--- config.mk ---
export PLATFORM = sky130hd
export DESIGN_NAME = cheshire_uart_tx
export DESIGN_NICKNAME = d
export VERILOG_FILES = /design/src/rtl/cheshire_uart_tx_pkg.sv /design/src/rtl/cheshire_uart_tx_fifo.sv /design/src/rtl/cheshire_uart_tx.sv
export SDC_FILE = /design/constraint.sdc
export NUM_CORES = 1
export LEC_CHECK = 0
export CORE_MARGIN = 2
export CORE_UTILIZATION = 45
export CTS_CLUSTER_SIZE = 24
export DETAILED_ROUTE_END_ITERATION = 16
export DONT_BUFFER_PORTS = 1
export GPL_ROUTABILITY_DRIVEN = 0
export GPL_TIMING_DRIVEN = 0
export PLACE_DENSITY = 0.62
export SLEW_MARGIN = 30
export SYNTH_ARGS = -nofsm -noshare
export SYNTH_HDL_FRONTEND = slang
export SYNTH_HIERARCHICAL = 1
export SYNTH_SLANG_ARGS = --single-unit
--- constraint.sdc ---
create_clock -name clk_i -period 10.4 [get_ports clk_i]
set_clock_uncertainty 0.1 [all_clocks]
set_input_delay 1.04 -clock clk_i [delete_from_list [all_inputs] [get_ports clk_i]]
set_output_delay 1.04 -clock clk_i [all_outputs]
set_load 0.02 [all_outputs]
--- src/rtl/cheshire_uart_tx_pkg.sv ---
// Shared types and constants for the Cheshire UART transmitter.
package cheshire_uart_tx_pkg;

    localparam int unsigned UartDataBits = 8;
    localparam int unsigned UartDivWidth = 16;

    typedef enum logic [2:0] {
        ST_IDLE,
        ST_START,
        ST_DATA,
        ST_PARITY,
        ST_STOP
    } uart_tx_state_e;

    // Frame settings captured when a byte is popped; div is already clamped to >= 1.
    typedef struct packed {
        logic [UartDivWidth-1:0] div;
        logic                    parity_en;
        logic                    parity_odd;
        logic                    stop2;
    } uart_tx_cfg_t;

endpackage

--- src/rtl/cheshire_uart_tx_fifo.sv ---
// Byte FIFO with the fifo_v3 port set (non-fall-through); head entry is read combinationally.
module cheshire_uart_tx_fifo #(
    parameter int unsigned DATA_WIDTH = 8,
    parameter int unsigned DEPTH      = 8
) (
    input  logic                                          clk_i,
    input  logic                                          rst_ni,
    input  logic                                          flush_i,
    output logic                                          full_o,
    output logic                                          empty_o,
    output logic [((DEPTH > 1) ? $clog2(DEPTH) : 1)-1:0]  usage_o,
    input  logic [DATA_WIDTH-1:0]                         data_i,
    input  logic                                          push_i,
    output logic [DATA_WIDTH-1:0]                         data_o,
    input  logic                                          pop_i
);

    localparam int unsigned AddrDepth = (DEPTH > 1) ? $clog2(DEPTH) : 1;

    logic [AddrDepth-1:0]  rd_ptr;
    logic [AddrDepth-1:0]  wr_ptr;
    logic [AddrDepth:0]    count;
    logic [DATA_WIDTH-1:0] mem [DEPTH];
    logic                  do_push;
    logic                  do_pop;

    assign full_o  = (count == (AddrDepth+1)'(DEPTH));
    assign empty_o = (count == '0);
    assign usage_o = count[AddrDepth-1:0];
    assign data_o  = mem[rd_ptr];

    // A full FIFO never takes a push, even when a pop happens on the same edge.
    assign do_push = push_i & ~full_o;
    assign do_pop  = pop_i & ~empty_o;

    always_ff @(posedge clk_i or negedge rst_ni) begin
        if (!rst_ni) begin
            rd_ptr <= '0;
            wr_ptr <= '0;
            count  <= '0;
        end else if (flush_i) begin
            rd_ptr <= '0;
            wr_ptr <= '0;
            count  <= '0;
        end else begin
            if (do_push) wr_ptr <= wr_ptr + AddrDepth'(1);
            if (do_pop)  rd_ptr <= rd_ptr + AddrDepth'(1);
            case ({do_push, do_pop})
                2'b10:   count <= count + (AddrDepth+1)'(1);
                2'b01:   count <= count - (AddrDepth+1)'(1);
                default: count <= count;
            endcase
        end
    end

    always_ff @(posedge clk_i) begin
        if (do_push) mem[wr_ptr] <= data_i;
    end

endmodule

--- src/rtl/cheshire_uart_tx.sv ---
// UART transmitter: valid/ready byte stream into a FIFO, serialized LSB-first
// with optional parity and one or two stop bits; bit time set in clock cycles.
//
// state     | meaning
// ST_IDLE   | line high, waiting for a buffered byte
// ST_START  | start bit (low) for one bit time
// ST_DATA   | data bits 0..7, LSB first
// ST_PARITY | parity bit (only when enabled)
// ST_STOP   | line high for one or two bit times
module cheshire_uart_tx
    import cheshire_uart_tx_pkg::*;
#(
    parameter int unsigned DivWidth  = 16,
    parameter int unsigned FifoDepth = 8
) (
    input  logic                           clk_i,
    input  logic                           rst_i,
    input  logic [DivWidth-1:0]            cfg_div_i,
    input  logic                           cfg_parity_en_i,
    input  logic                           cfg_parity_odd_i,
    input  logic                           cfg_stop2_i,
    input  logic [UartDataBits-1:0]        data_i,
    input  logic                           valid_i,
    output logic                           ready_o,
    output logic                           uart_tx_o,
    output logic                           busy_o,
    output logic                           tx_done_o,
    output logic [$clog2(FifoDepth+1)-1:0] fifo_level_o
);

    localparam int unsigned LevelWidth = $clog2(FifoDepth + 1);
    localparam int unsigned UsageWidth = $clog2(FifoDepth);

    uart_tx_state_e          state_q, state_d;
    uart_tx_cfg_t            cfg_q, cfg_d;
    logic [DivWidth-1:0]     timer_q, timer_d;
    logic [2:0]              idx_q, idx_d;
    logic [UartDataBits-1:0] shift_q, shift_d;
    logic                    par_q, par_d;
    logic                    tx_q, tx_d;
    logic                    done_q, done_d;

    logic                    fifo_full;
    logic                    fifo_empty;
    logic [UsageWidth-1:0]   fifo_usage;
    logic [UartDataBits-1:0] fifo_data;
    logic                    fifo_push;
    logic                    fifo_pop;

    logic [DivWidth-1:0]     div_eff;
    logic [DivWidth-1:0]     reload;
    logic                    tick;
    logic                    start_frame;

    assign ready_o      = ~fifo_full & ~rst_i;
    assign fifo_push    = valid_i & ready_o;
    assign fifo_level_o = fifo_full ? LevelWidth'(FifoDepth) : LevelWidth'(fifo_usage);

    cheshire_uart_tx_fifo #(
        .DATA_WIDTH (UartDataBits),
        .DEPTH      (FifoDepth)
    ) i_fifo (
        .clk_i   (clk_i),
        .rst_ni  (~rst_i),
        .flush_i (1'b0),
        .full_o  (fifo_full),
        .empty_o (fifo_empty),
        .usage_o (fifo_usage),
        .data_i  (data_i),
        .push_i  (fifo_push),
        .data_o  (fifo_data),
        .pop_i   (fifo_pop)
    );

    assign div_eff = (cfg_div_i == '0) ? DivWidth'(1) : cfg_div_i;
    assign reload  = DivWidth'(cfg_q.div) - DivWidth'(1);
    assign tick    = (timer_q == '0);

    always_comb begin
        state_d     = state_q;
        cfg_d       = cfg_q;
        timer_d     = timer_q;
        idx_d       = idx_q;
        shift_d     = shift_q;
        par_d       = par_q;
        tx_d        = tx_q;
        done_d      = 1'b0;
        start_frame = 1'b0;

        if (state_q != ST_IDLE && !tick) timer_d = timer_q - DivWidth'(1);

        unique case (state_q)
            ST_IDLE: begin
                tx_d = 1'b1;
                if (!fifo_empty) start_frame = 1'b1;
            end
            ST_START: begin
                if (tick) begin
                    state_d = ST_DATA;
                    idx_d   = 3'd0;
                    tx_d    = shift_q[0];
                    timer_d = reload;
                end
            end
            ST_DATA: begin
                if (tick) begin
                    timer_d = reload;
                    if (idx_q == 3'd7) begin
                        idx_d = 3'd0;
                        if (cfg_q.parity_en) begin
                            state_d = ST_PARITY;
                            tx_d    = par_q ^ cfg_q.parity_odd;
                        end else begin
                            state_d = ST_STOP;
                            tx_d    = 1'b1;
                        end
                    end else begin
                        idx_d   = idx_q + 3'd1;
                        shift_d = shift_q >> 1;
                        tx_d    = shift_q[1];
                    end
                end
            end
            ST_PARITY: begin
                if (tick) begin
                    state_d = ST_STOP;
                    idx_d   = 3'd0;
                    tx_d    = 1'b1;
                    timer_d = reload;
                end
            end
            ST_STOP: begin
                tx_d = 1'b1;
                if (tick) begin
                    if (cfg_q.stop2 && idx_q == 3'd0) begin
                        idx_d   = 3'd1;
                        timer_d = reload;
                    end else begin
                        done_d  = 1'b1;
                        state_d = ST_IDLE;
                        if (!fifo_empty) start_frame = 1'b1;
                    end
                end
            end
            default: begin
                state_d = ST_IDLE;
                tx_d    = 1'b1;
            end
        endcase

        // Popping and entering START share the edge so back-to-back frames have no gap.
        if (start_frame) begin
            state_d          = ST_START;
            tx_d             = 1'b0;
            timer_d          = div_eff - DivWidth'(1);
            shift_d          = fifo_data;
            par_d            = ^fifo_data;
            cfg_d.div        = UartDivWidth'(div_eff);
            cfg_d.parity_en  = cfg_parity_en_i;
            cfg_d.parity_odd = cfg_parity_odd_i;
            cfg_d.stop2      = cfg_stop2_i;
        end
    end

    assign fifo_pop = start_frame;

    always_ff @(posedge clk_i or posedge rst_i) begin
        if (rst_i) begin
            state_q <= ST_IDLE;
            cfg_q   <= '0;
            timer_q <= '0;
            idx_q   <= '0;
            shift_q <= '0;
            par_q   <= 1'b0;
            tx_q    <= 1'b1;
            done_q  <= 1'b0;
        end else begin
            state_q <= state_d;
            cfg_q   <= cfg_d;
            timer_q <= timer_d;
            idx_q   <= idx_d;
            shift_q <= shift_d;
            par_q   <= par_d;
            tx_q    <= tx_d;
            done_q  <= done_d;
        end
    end

    assign uart_tx_o = tx_q;
    assign tx_done_o = done_q;
    assign busy_o    = (state_q != ST_IDLE);

endmodule

==> results of run 1 <==
[Yosys cell counts (all sizes together) (3+ instances only)]
cell,count,area [µm²]
edfxtp,64,1920
xor2,26,228
nand3b,6,45.0
and3b,4,35.0
mux2i,6,60.1
o31ai,3,22.5
a21oi,22,114
nor3,17,85.1
o21ai,16,80.1
nor2,46,173
ha,11,138
o21a,5,37.5
mux4,16,360
nand2,78,293
nand2b,4,25.0
dfrtp,61,1530
clkbuf,15,57.6
inv,14,52.6
a211oi,4,30.0
buf,16,105
nand4,6,43.8
or3,6,42.5
or4,9,71.3
xnor2,13,114
mux2,10,113
a21o,8,60.1
nand3,8,40.0
nor2b,6,37.5
a31oi,10,62.6
a22o,6,52.6
nor4,16,134
[layout make-up]
class / count / area (µm²)
buffer: 31 / 163
inverter: 14 / 55.1
clock inverter: 11 / 118
tap: 184 / 230
sequential: 126 / 3470
timing repair buffer: 1 / 27.5
multi-input combinational: 406 / 2880
fill: 1237 / 6980
clock buffer: 21 / 440
[cell families (layout without fill, tap and decap cells)]
kind of cell,Yosys count,in the layout,share of synthesized area
AO/OA/AOI/OAI,100,100,0.105
XOR/XNOR,39,39,0.0520
adder cells (fa/ha/maj),11,11,0.0210
buffers and inverters,45,78,0.0328
flip-flops,126,126,0.529
multiplexers,32,32,0.0812
other,1,1,0.000571
AND/OR/NAND/NOR,223,223,0.178
[registers in the layout, indices dropped and copies added, names as in the netlist]
name	flops
uart_tx_o	1
tx_done_o	1
cfg_q	19
i_fifo/count	4
i_fifo/rd_ptr	3
i_fifo/mem	64
i_fifo/wr_ptr	3
state_q	3
timer_q	16
par_q	1
shift_q	8
idx_q	3
[power groups by stage]
stage	sequential [mW]	combinational (mW)	clock (mW)
5_1_grt	0.720	0.353	0.594
4_1_cts	0.707	0.312	0.573
6_report	0.709	0.312	0.563
3_5_place_dp	0.715	0.307	0
2_1_floorplan	0.692	0.244	0
3_3_place_gp	0.709	0.298	0
[metrics by stage]
stage,utilization,std cells,setup slack (ns),hold WS (ns),power (mW)
3_5_place_dp,0.476,762,6.05,0.382,1.02
6_report,0.514,794,6.04,0.323,1.58
4_1_cts,0.514,794,6.03,0.308,1.59
2_1_floorplan,-,577,6.82,0.349,0.937
3_3_place_gp,0.473,761,6.15,0.362,1.01
5_1_grt,0.514,794,5.62,0.318,1.67
[final timing paths]
path,start,end,slack [ns],cells past startpoint
worst max register to register,timer_q[0],i_fifo/count[3],6.04,16
min in group clk_i,shift_q[6],shift_q[6],0.39,1
worst max-delay path,timer_q[0],i_fifo/count[3],6.04,16
max in group asynchronous,rst_i,timer_q[14],9.37,2
worst min register to register,shift_q[6],shift_q[6],0.39,1
worst min-delay path,rst_i,i_fifo/count[2],0.32,1
[layout by cell type (no fill, tap or decap), types with 8 or more instances in the layout]
master / count
a21o_1: 8
nand2_1: 78
xor2_1: 26
nor2_1: 46
clkbuf_16: 17
a21oi_1: 21
dfrtp_1: 61
nand3_1: 8
ha_1: 11
inv_1: 13
mux4_2: 16
mux2_2: 10
nor3_1: 15
nor4_1: 12
edfxtp_1: 64
clkbuf_1: 18
a31oi_1: 10
o21ai_0: 14
or4_1: 8
xnor2_1: 13
[layer usage]
layer | GRT usage | vias to the layer above
met2 | 0.327 | 127
met3 | 0.0511 | 19
met4 | 0.0720 | 0
met1 | 0.256 | 2294
li1 | - | 2184
met5 | 0 | -
==> results.py, run 1 <==
metrics = {
    "clock_tree": {
        "root_buffer": "clkbuf_16",
        "numCtsBuffers": 17,
        "cts_buffer_depth": 2,
        "clk_pin_slew_ns": 0.06,
        "cts_tree": "done",
        "htreeDepth": 4,
        "cts_sinks": 126,
        "clock_latency_ns": 0.41,
        "hold_buffers": 0,
        "cts_setup_buffers": 0,
        "cts_resized": 0,
    },
    "route": {
        "met2_length_um": 7280,
        "drt_pass1_iterations": 5,
        "drc": 0,
        "drt-initial-drc-count": 311,
        "vias": 4624,
        "detail-route-antenna-nets": 0,
        "via_per_inst": 5.82,
        "wl_per_cell_um": 18.5,
        "met3_length_um": 712,
        "top_layer_used": "met4",
        "wl_um": 14700,
        "wl_met1_um": 6510,
    },
    "power_and_ir_drop": {
        "switching_share": 0.302,
        "power_frac_seq": 0.448,
        "pwr-share-comb": 0.197,
        "leakage_nw": 2.85,
        "clockPowerShare": 0.355,
        "ir_worst_vdd_mv": 0.136,
        "p_switching_mw": 0.479,
        "intPower_mw": 1.11,
        "cellPowerDensity_nw_per_um2": 214,
    },
    "final_layout": {
        "final_area_um2": 7390,
        "fin_nets": 638,
        "num_antenna_cells": 0,
        "syn_to_final_growth_pct": 12.6,
        "drive_above_1_share": 0.149,
    },
    "floorplanning": {
        "start_util": 0.457,
        "rows": 44,
        "core_um2": 14400,
        "die_w_um": 125,
        "die_h_um": 125,
        "ios": 38,
        "die-area_um2": 15600,
    },
    "grt": {
        "first_global_vias": 4717,
        "track_usage": 0.199,
        "grt_max_degree": 50,
        "grt_pass1_wl_um": 24500,
        "grt_overflow": 0,
        "antenna_found_initial": 0,
    },
    "logic_synthesis": {
        "ys_async_sr_fraction": 0.492,
        "yosys_warnings": 6,
        "synth-main-ff-cell": "edfxtp_1",
        "avgSynthCellArea_um2": 11.4,
        "ys_types": 73,
        "synth_nets": 618,
        "synth_seq_cells": 126,
        "seq_area_frac_synth": 0.529,
        "synth_edf_count": 64,
        "synth_cells": 577,
        "synth_area_um2": 6560,
    },
    "setup_path": {
        "crit_chain": "inv_1, ha_1, nor3b_1, and4_1, buf_4, a21oi_2, inv_1, buf_2, buf_4, o41ai_2, nor2_1, ha_1, o21ai_0, a211oi_1, or4_1, a21oi_1",
        "crit_fanout": 14,
        "critPathKind": "register to register",
        "max_stage_delay_ns": 0.56,
        "arrival_ns": 4.60,
        "crit_family": "simple AND/OR/NAND/NOR gates",
        "cp.required_ns": 10.64,
        "path_buf_inv": 5,
        "slowest_stage": "nor3b_1",
        "cp-end-kind": "register",
        "startpoint_type": "register",
    },
    "min_path": {
        "min_path_type": "input pin to asynchronous set/reset pin",
    },
    "sta": {
        "grt_setup_unrepaired": "no",
        "min_period_ns": 4.36,
        "setup_violations": 0,
        "setup-tns-final_ns": 0,
        "fin_crit_sh": 0.419,
        "fmax_ghz": 0.229,
        "hold_viol": 0,
        "max_slew_margin": 0.382,
        "worst_slew_pin_slew_ns": 0.918,
        "finalMaxSlewViolations": 0,
    },
    "job": {
        "maxCapViolCount": 0,
    },
    "placement": {
        "hpwl_um": 10600,
        "port_buffers": 0,
        "dpl_cell_area_um2": 6830,
    },
    "status": {
        "outcome": "complete, no violations",
    },
}
Note: power is estimated with default switching activity, not from simulation.
==> run 2, diff against run 1 <==
==> constraint.sdc (replaced) <==
create_clock -name clk_i -period 4.5 [get_ports clk_i]
set_clock_uncertainty 0.1 [all_clocks]
set_input_delay 0.45 -clock clk_i [delete_from_list [all_inputs] [get_ports clk_i]]
set_output_delay 0.45 -clock clk_i [all_outputs]
set_load 0.02 [all_outputs]
==> results.py, run 2 (synthesis gave the netlist of run 1 again) <==
metrics = {
    "power_and_ir_drop": {
        "ir_worst_vdd_mv": 0.314,
        "leakage_nw": 2.86,
        "clockPowerShare": 0.355,
        "intPower_mw": 2.56,
        "cellPowerDensity_nw_per_um2": 495,
        "pwr-share-comb": 0.197,
        "switching_share": 0.302,
        "p_switching_mw": 1.11,
        "power_frac_seq": 0.448,
    },
    "floorplanning": {
        "die_h_um": 125,
        "rows": 44,
        "core_um2": 14400,
        "start_util": 0.457,
        "die_w_um": 125,
        "die-area_um2": 15600,
        "ios": 38,
    },
    "sta": {
        "fin_crit_sh": 0.915,
        "finalMaxSlewViolations": 0,
        "setup-tns-final_ns": 0,
        "max_slew_margin": 0.401,
        "fmax_ghz": 0.243,
        "grt_setup_unrepaired": "no",
        "min_period_ns": 4.12,
        "hold_viol": 0,
        "worst_slew_pin_slew_ns": 0.890,
        "setup_violations": 0,
    },
    "clock_tree": {
        "cts_buffer_depth": 2,
        "clk_pin_slew_ns": 0.06,
        "numCtsBuffers": 17,
        "clock_latency_ns": 0.41,
        "cts_sinks": 126,
        "htreeDepth": 4,
        "cts_tree": "done",
        "cts_setup_buffers": 0,
        "root_buffer": "clkbuf_16",
    },
    "final_layout": {
        "largest-register": "i_fifo/mem",
        "reg_top3": "i_fifo/mem x64, cfg_q x19, timer_q x16",
        "fin_nets": 639,
        "syn_to_final_growth_pct": 12.8,
        "n_fill_cell": 1235,
        "final_common_cell": "nand2_1",
        "num_antenna_cells": 0,
        "largest_reg_flops": 64,
        "final_cell_count_no_fill": 795,
        "drive_above_1_share": 0.151,
        "layout.cells.most_common_list": "nand2_1 (78), edfxtp_1 (64), dfrtp_1 (61), nor2_1 (46), xor2_1 (26)",
    },
    "route": {
        "via_per_inst": 5.76,
        "detail-route-antenna-nets": 0,
        "drt_pass1_iterations": 5,
        "wl_per_cell_um": 18.5,
        "vias": 4576,
        "drc": 0,
        "drt-initial-drc-count": 289,
        "wl_um": 14700,
    },
    "setup_path": {
        "critPathLaunch": "timer_q[0]",
        "rr_startpoint": "timer_q[0]",
        "crit_chain": "inv_1, ha_1, nor3b_2, and4_1, buf_4, a21oi_2, inv_1, buf_2, buf_4, o41ai_2, nor2_1, ha_1, o21ai_0, a211oi_1, or4_1, a21oi_1",
        "critPathKind": "register to register",
        "crit_fanout": 14,
        "slowest_stage": "or4_1",
        "cp.required_ns": 4.74,
        "max_stage_delay_ns": 0.50,
        "arrival_ns": 4.35,
        "path_buf_inv": 5,
        "startpoint_type": "register",
        "crit_family": "simple AND/OR/NAND/NOR gates",
        "cp-end-kind": "register",
    },
    "placement": {
        "dp.cells": 762,
        "hpwl_um": 10600,
        "port_buffers": 0,
    },
    "grt": {
        "track_usage": 0.199,
        "grt_pass1_wl_um": 24500,
        "antenna_found_initial": 0,
        "grt_max_degree": 50,
        "grt_overflow": 0,
        "first_global_vias": 4721,
    },
    "status": {
        "outcome": "complete, no violations",
    },
    "min_path": {
        "min_path_type": "input pin to register",
        "hold_start": "data_i[7]",
    },
    "job": {
        "maxCapViolCount": 0,
    },
}
==> run 2: cell count changes in the layout (fill, tap and decap cells not counted) <==
cell	delta
dlygate4sd3_1	+1
nor3b_2	+1
nor3b_1	-1
==> run 2: what timing repair did <==
item | 4_1_cts | 5_1_grt
hold endpoints to repair | 13 | 0
hold buffers | 1 | 0
setup endpoints to repair | 0 | 1
gates resized for setup | 0 | 1
==> run 2: final cells by class <==
class | instances | area (µm²) | area share
buffer | 31 | 163 | 0.0220
clock buffer | 21 | 440 | 0.0595
clock inverter | 11 | 118 | 0.0159
inverter | 14 | 55.1 | 0.00743
multi-input combinational | 406 | 2890 | 0.390
sequential | 126 | 3470 | 0.469
tap | 184 | 230 | 0.0311
timing repair buffer | 2 | 37.5 | 0.00507
==> run 2: layer usage <==
metal	part of all wire	global-route usage	vias to the layer above	wire [µm]
met5	0	0	-	0
met4	0.0097	0.0720	0	142
met3	0.045	0.0511	14	666
met2	0.50	0.327	95	7370
met1	0.44	0.256	2282	6520
li1	-	-	2185	-
==> run 2: final timing paths <==
| kind | end | slack (ns) | cells past startpoint |
|---|---|---|---|
| worst max register to register | i_fifo/count[3] | 0.38 | 16 |
| min in group asynchronous | i_fifo/count[0] | 0.35 | 2 |
| worst min register to register | shift_q[6] | 0.39 | 1 |
| worst max-delay path | i_fifo/count[3] | 0.38 | 16 |
| max in group asynchronous | i_fifo/rd_ptr[1] | 3.44 | 3 |
| worst min-delay path | i_fifo/mem[3][7] | 0.03 | 0 |
==> run 2: worst register-to-register path, cell delays in order, from the launching register on <==
cell      delay, ns
dfrtp_1        0.43
inv_1          0.16
ha_1           0.20
nor3b_2        0.35
and4_1         0.25
buf_4          0.17
a21oi_2        0.13
inv_1          0.16
buf_2          0.26
buf_4          0.27
o41ai_2        0.19
nor2_1         0.21
ha_1           0.30
o21ai_0        0.09
a211oi_1       0.10
or4_1          0.50
a21oi_1        0.16
==> run 2: power by group through the flow <==
stage                     Sequential [mW]  Clock [mW]  Combinational, mW
after floorplan                      1.60           0              0.565
after global placement               1.64           0              0.689
after detailed placement             1.65           0              0.709
after CTS                            1.63        1.32              0.722
after global routing                 1.66        1.37              0.817
final                                1.64        1.30              0.723
==> run 2: metrics by stage <==
step	power, mW	area [µm²]	hold slack [ns]	setup WS, ns	utilization
2_1_floorplan	2.16	6560	0.349	0.922	-
3_3_place_gp	2.33	6790	0.362	0.249	0.473
3_5_place_dp	2.36	6830	0.166	0.149	0.476
4_1_cts	3.68	7400	0.0105	0.129	0.515
5_1_grt	3.85	7410	0.00686	0.0372	0.516
6_report	3.66	7410	0.0303	0.382	0.516
